==> src/rtl/ro_pair_evaluator.sv <==
// Purpose : PUF response stage that compares the edge counts of two selected ring oscillators.
// Latency : done pulses SETTLE+WINDOW+2 clk after the start-sampling edge
//           (3*(SETTLE+WINDOW+1)+1 clk with RO_PAIR_MAJORITY_EN defined).
// Backpr. : none; start is only accepted in IDLE, and a start while busy is dropped, not queued.
//
// Ports:
//   clk, rst            system clock, synchronous active-high reset
//   start, challenge    evaluation request; challenge[2:0] selects osc A, [5:3] selects osc B
//   sel_a, sel_b        registered select lines to the two 8:1 oscillator muxes
//   ro_a, ro_b          mux outputs, asynchronous to clk
//   busy                high whenever the FSM is not IDLE
//   done                one-cycle pulse once response/tie/count_a/count_b are valid
//   response, tie       count_a > count_b, count_a == count_b
//   count_a, count_b    final (saturating) edge counts
//
// Optional feature macro: RO_PAIR_MAJORITY_EN
//   Undefined (default): one SETTLE/MEASURE/COMPARE round per evaluation.
//   Defined: three rounds with the same selects; response is the majority of the
//   per-round (a > b) bits, tie only if all three rounds tied, counts show the last round.

module ro_pair_evaluator #(
  parameter int CNT_WIDTH = 16,
  parameter int WINDOW    = 1024,
  parameter int SETTLE    = 4
) (
  input  logic                 clk,
  input  logic                 rst,
  input  logic                 start,
  input  logic [5:0]           challenge,
  output logic [2:0]           sel_a,
  output logic [2:0]           sel_b,
  input  logic                 ro_a,
  input  logic                 ro_b,
  output logic                 busy,
  output logic                 done,
  output logic                 response,
  output logic                 tie,
  output logic [CNT_WIDTH-1:0] count_a,
  output logic [CNT_WIDTH-1:0] count_b
);

  typedef enum logic [2:0] {
    ST_IDLE    = 3'd0,
    ST_SETTLE  = 3'd1,
    ST_MEASURE = 3'd2,
    ST_COMPARE = 3'd3,
    ST_REPORT  = 3'd4
  } state_t;

  // The timer is loaded with (length - 1) and the state advances on the cycle it
  // reads zero, so each timed state lasts exactly its configured number of cycles.
  localparam logic [15:0]          SETTLE_LD = 16'(SETTLE - 1);
  localparam logic [15:0]          WINDOW_LD = 16'(WINDOW - 1);
  localparam logic [CNT_WIDTH-1:0] CNT_MAX   = '1;
  localparam logic [CNT_WIDTH-1:0] CNT_ONE   = CNT_WIDTH'(1);

  state_t               state;
  logic [15:0]          timer;
  logic [CNT_WIDTH-1:0] cnt_a;
  logic [CNT_WIDTH-1:0] cnt_b;

  // ---------------------------------------------------------------------------
  // Oscillator conditioning: two-flop synchronizer plus one delay flop for the
  // rising-edge detector. Runs in every state so the detector history is always
  // current when a window opens.
  // ---------------------------------------------------------------------------
  logic [1:0] sync_a;
  logic [1:0] sync_b;
  logic       sync_a_d;
  logic       sync_b_d;
  logic       rise_a;
  logic       rise_b;

  always_ff @(posedge clk) begin
    if (rst) begin
      sync_a   <= 2'b00;
      sync_b   <= 2'b00;
      sync_a_d <= 1'b0;
      sync_b_d <= 1'b0;
    end else begin
      sync_a   <= {sync_a[0], ro_a};
      sync_b   <= {sync_b[0], ro_b};
      sync_a_d <= sync_a[1];
      sync_b_d <= sync_b[1];
    end
  end

  assign rise_a = sync_a[1] & ~sync_a_d;
  assign rise_b = sync_b[1] & ~sync_b_d;

  // Comparison of the live counters, used in COMPARE.
  logic cmp_gt;
  logic cmp_eq;

  assign cmp_gt = (cnt_a > cnt_b);
  assign cmp_eq = (cnt_a == cnt_b);

`ifdef RO_PAIR_MAJORITY_EN
  // Round index 0..2 and the recorded results of rounds 0 and 1; the third
  // round's result is used directly from the comparator.
  logic [1:0] round;
  logic [1:0] votes_gt;
  logic [1:0] votes_eq;
  logic       maj_gt;
  logic       all_eq;

  assign maj_gt = (votes_gt[0] & votes_gt[1]) |
                  (votes_gt[0] & cmp_gt)      |
                  (votes_gt[1] & cmp_gt);
  assign all_eq = votes_eq[0] & votes_eq[1] & cmp_eq;
`endif

  // ---------------------------------------------------------------------------
  // Control FSM with registered outputs. done is raised on the edge that leaves
  // REPORT, so it is visible during the first IDLE cycle; a start held high in
  // that cycle is accepted immediately.
  // ---------------------------------------------------------------------------
  always_ff @(posedge clk) begin
    if (rst) begin
      state    <= ST_IDLE;
      timer    <= 16'd0;
      cnt_a    <= '0;
      cnt_b    <= '0;
      sel_a    <= 3'd0;
      sel_b    <= 3'd0;
      busy     <= 1'b0;
      done     <= 1'b0;
      response <= 1'b0;
      tie      <= 1'b0;
      count_a  <= '0;
      count_b  <= '0;
`ifdef RO_PAIR_MAJORITY_EN
      round    <= 2'd0;
      votes_gt <= 2'b00;
      votes_eq <= 2'b00;
`endif
    end else begin
      done <= 1'b0;
      case (state)
        ST_IDLE: begin
          if (start) begin
            sel_a <= challenge[2:0];
            sel_b <= challenge[5:3];
            cnt_a <= '0;
            cnt_b <= '0;
            timer <= SETTLE_LD;
            busy  <= 1'b1;
            state <= ST_SETTLE;
`ifdef RO_PAIR_MAJORITY_EN
            round    <= 2'd0;
            votes_gt <= 2'b00;
            votes_eq <= 2'b00;
`endif
          end
        end

        // Mux outputs are still settling after a select change; edges are ignored.
        ST_SETTLE: begin
          if (timer == 16'd0) begin
            timer <= WINDOW_LD;
            state <= ST_MEASURE;
          end else begin
            timer <= timer - 16'd1;
          end
        end

        // Saturating counts: a counter at all-ones holds rather than wrapping, so
        // two saturated oscillators read as a tie instead of a random compare.
        ST_MEASURE: begin
          if (rise_a && (cnt_a != CNT_MAX)) begin
            cnt_a <= cnt_a + CNT_ONE;
          end
          if (rise_b && (cnt_b != CNT_MAX)) begin
            cnt_b <= cnt_b + CNT_ONE;
          end
          if (timer == 16'd0) begin
            state <= ST_COMPARE;
          end else begin
            timer <= timer - 16'd1;
          end
        end

        ST_COMPARE: begin
`ifdef RO_PAIR_MAJORITY_EN
          if (round == 2'd2) begin
            count_a  <= cnt_a;
            count_b  <= cnt_b;
            response <= maj_gt;
            tie      <= all_eq;
            state    <= ST_REPORT;
          end else begin
            // Record this round and start the next one with the same selects.
            votes_gt[round[0]] <= cmp_gt;
            votes_eq[round[0]] <= cmp_eq;
            round <= round + 2'd1;
            cnt_a <= '0;
            cnt_b <= '0;
            timer <= SETTLE_LD;
            state <= ST_SETTLE;
          end
`else
          count_a  <= cnt_a;
          count_b  <= cnt_b;
          response <= cmp_gt;
          tie      <= cmp_eq;
          state    <= ST_REPORT;
`endif
        end

        ST_REPORT: begin
          done  <= 1'b1;
          busy  <= 1'b0;
          state <= ST_IDLE;
        end

        default: begin
          busy  <= 1'b0;
          state <= ST_IDLE;
        end
      endcase
    end
  end

endmodule
==> config.mk <==
export PLATFORM = sky130hd
export DESIGN_NAME = ro_pair_evaluator
export DESIGN_NICKNAME = d
export VERILOG_FILES = /design/src/rtl/ro_pair_evaluator.sv
export SDC_FILE = /design/constraint.sdc
export NUM_CORES = 1
export LEC_CHECK = 0
export CORE_UTILIZATION = 57
export DETAILED_ROUTE_END_ITERATION = 6
export DONT_BUFFER_PORTS = 1
export PLACE_DENSITY_LB_ADDON = 0.08
export SLEW_MARGIN = 15
export SYNTH_ARGS = -nofsm -noshare
export SYNTH_HDL_FRONTEND = slang
export SYNTH_SLANG_ARGS = --single-unit
==> constraint.sdc <==
create_clock -name clk -period 1.9 [get_ports clk]
set_input_delay 0.095 -clock clk [delete_from_list [all_inputs] [get_ports clk]]
set_output_delay 0.095 -clock clk [all_outputs]
set_load 0.03 [all_outputs]
==> metrics.txt <==
HP Class input pin to register; die area 8500 um2; total CTS buffers 9; WS Path Type register to register; source-to-sink clock delay at the later pin of the worst-skew pair 0.37 ns; Mean Syn Cell Area 8.11 um2; setup TNS 0 ns; Synth area leader dfxtp_1; Data arrival, critical path 2.13 ns; total global routing overflow 0; DRT antenna net count 0; CTS Buffer Depth 2; DR WL/cell 16.1 um; final WL 11.9 mm; Seq pwr share 0.372; CORE AREA 7810 um2; Iteration-0 DRC Markers 246; Gate Count Post-Synth 572; pwr/cell area 1220 nW/um2; Pint 0.00430 W; clock sinks 99; Design Area, Final 5680 um2; Worst EP required 2.16 ns; vias per inst 5.94; Post-synth top flop dfxtp_1; Total GRT Usage 0.283; IO Port Bufs 0; Final nets 661; Synth Net Count 602; final hold vios 0; sequential cell area fraction in the yosys report 0.427; Clock transition at path regs 0.10 ns; Post-synth ARST share 0; status completed; layout cells sized above 1 0.206; CP peak stage delay 0.43 ns; Max Clock Freq 535 MHz; largest net degree at the start of global routing 74; Detailed Routing Iterations Pass 1 5; H-Tree Depth 3; relative slew slack 0.674; clock power share 0.218; initial antenna violation count 0; HPWL after DPL 7.94 mm; number of distinct library cells after synthesis 60; cell total after placement 706; final setup fails 0; global-route wire length before repair 19.1 mm; Critical Path Sink Type register; final hold slack 0.0222 ns; die width 92.2 um; P_leak 2.04 nW; CP startpoint kind register; clock root buffer clkbuf_8; fin cells 738; Tcrit/Tclk final 0.985; Seq cells post-synth 99; Post-synth EDFFs 0; CTS tree yes; FP Rows 32; actual slew at the worst max-slew pin 0.484 ns; yosys warns 0; switch share 0.381; Max-cap violations 0; Cell Area, Placed 5110 um2; top cells by area, synth dfxtp_1, nand2_1, a21oi_1; initial core utilization 0.594; Crit Path Max Fanout 4; vias 4,386; RSZ-0062 raised after global routing yes; Top-Level Pins 53; combinational share of power 0.409; Layout Area Growth over Synthesis 22.5%; diode count 0; routability-driven placement congestion ratio 0.847; NetSw 0.00265 W; Clock Skews 0.0179 ns; Peak VDD IR 1.06 mV; vias in the first global route 4,097; post-synth top area share 0.427; Final min period 1.87 ns; Critical Path, Cell by Cell inv_2 -> ha_4 -> nor4b_4 -> nand4_1 -> or3_4 -> a2111oi_2; synthesized area 4640 um2; critical path's slowest cell or3_4; Post-route DRC 0; die height 92.2 um; Slew Viols, Final 0
## power by group through the flow
stage / Clock, W / Sequential [W] / Combinational [W]
after global routing: 0.00164 / 0.00261 / 0.00309
after detailed placement: 0 / 0.00257 / 0.00228
after global placement: 0 / 0.00256 / 0.00222
after floorplan: 0 / 0.00252 / 0.00153
after CTS: 0.00154 / 0.00253 / 0.00238
final: 0.00152 / 0.00259 / 0.00284
## final timing paths
check	start	to	slack, ns	depth (start not counted)
worst min register to register	sync_b[0]	sync_b[1]	0.45	1
worst max register to register	timer[1]	timer[5]	0.03	6
worst min-delay path	rst	cnt_a[15]	0.02	3
worst max-delay path	timer[1]	timer[5]	0.03	6
## stage by stage
stage | utilization | power, W | setup slack (ns)
6_report | 0.728 | 0.00695 | 0.0291
5_1_grt | 0.728 | 0.00734 | -0.114
4_1_cts | 0.703 | 0.00645 | -0.00670
3_5_place_dp | 0.655 | 0.00485 | -0.142
3_3_place_gp | 0.655 | 0.00478 | -0.00450
2_1_floorplan | - | 0.00405 | 0.0199
## critical path, delay by kind of cell (launching register included)
family                   cells  cell delay [ns]
AND/OR/NAND/NOR              3             0.85
buffers and inverters        1             0.09
adder cells (fa/ha/maj)      1             0.15
flip-flops                   1             0.34
AO/OA/AOI/OAI                1             0.33
## layout by cell type (no fill, tap or decap), drive strengths merged, types with 2 or more instances in the layout
master and instances:
or4 2, or3 16, o211ai 2, buf 67, nor4 9, o2111ai 2
a21boi 2, clkinv 3, mux2i 3, nor2 37, o21ai 22, clkbuf 9
nand2 104, o31a 2, and4 4, nor3 12, nor4b 5, o31ai 2
o21a 3, ha 19, dlygate4sd3 9, and3 3, a31oi 3, nand2b 6
a211oi 5, nor3b 3, nand4 12, a31o 2, or2 2, a21oi 77
inv 23, and2 3, nor2b 9, xnor2 11, bufinv 2, a21o 3
dfxtp 99, nand3b 2, nand3 21, a2111oi 4
## flip-flops by register name (all words and copies together), names as in the netlist, 2 cells and up
register	count
sync_b	2
sync_a	2
cnt_b	16
state	3
sel_b	3
cnt_a	16
timer	16
count_a	16
sel_a	3
count_b	16
## logic make-up after synthesis
group,Yosys count,synth area share
adders and majority gates,19,0.0513
DFF,99,0.427
xor gates and xnor gates,11,0.0208
buffers and inverters,49,0.0429
AOI/OAI and AO/OA,136,0.172
and+or+nand+nor,254,0.276
muxes,4,0.00890
## area by class of cell
type                       count  area, um2
sequential                    99       1990
multi-input combinational    424       2620
tap                          102        128
timing repair buffer          76        641
inverter                      21       78.8
clock buffer                   9        124
clock inverter                 7        100
fill                         618       2130
## metal layers
metal / share of wire / vias to the layer above / wire length (um) / global-route usage
met1: 0.45 / 2051 / 5390 / 0.393
met4: 0.021 / 0 / 244 / 0.107
li1: - / 2143 / - / -
met5: 0 / - / 0 / 0
met2: 0.46 / 169 / 5450 / 0.437
met3: 0.068 / 23 / 805 / 0.0506
## cell usage after synthesis (8+ instances only)
| cell | instances |
|---|---|
| ha_1 | 19 |
| inv_1 | 21 |
| nor4_1 | 8 |
| a21oi_1 | 76 |
| or3_1 | 16 |
| nor2_1 | 37 |
| xnor2_1 | 11 |
| dfxtp_1 | 99 |
| nor2b_1 | 9 |
| nor3_1 | 11 |
| clkbuf_1 | 21 |
| nand4_1 | 11 |
| nand3_1 | 21 |
| nand2_1 | 104 |
| o21ai_0 | 20 |
## repair_timing
action,in CTS,in global routing
endpoints found under the setup margin,17,38
gates cloned,0,0
pin swaps,0,11
hold endpoints to repair,72,0
hold buffers,10,0
buffers inserted,0,6
gates resized for setup,12,36
Note: power is estimated with default switching activity, not from simulation.
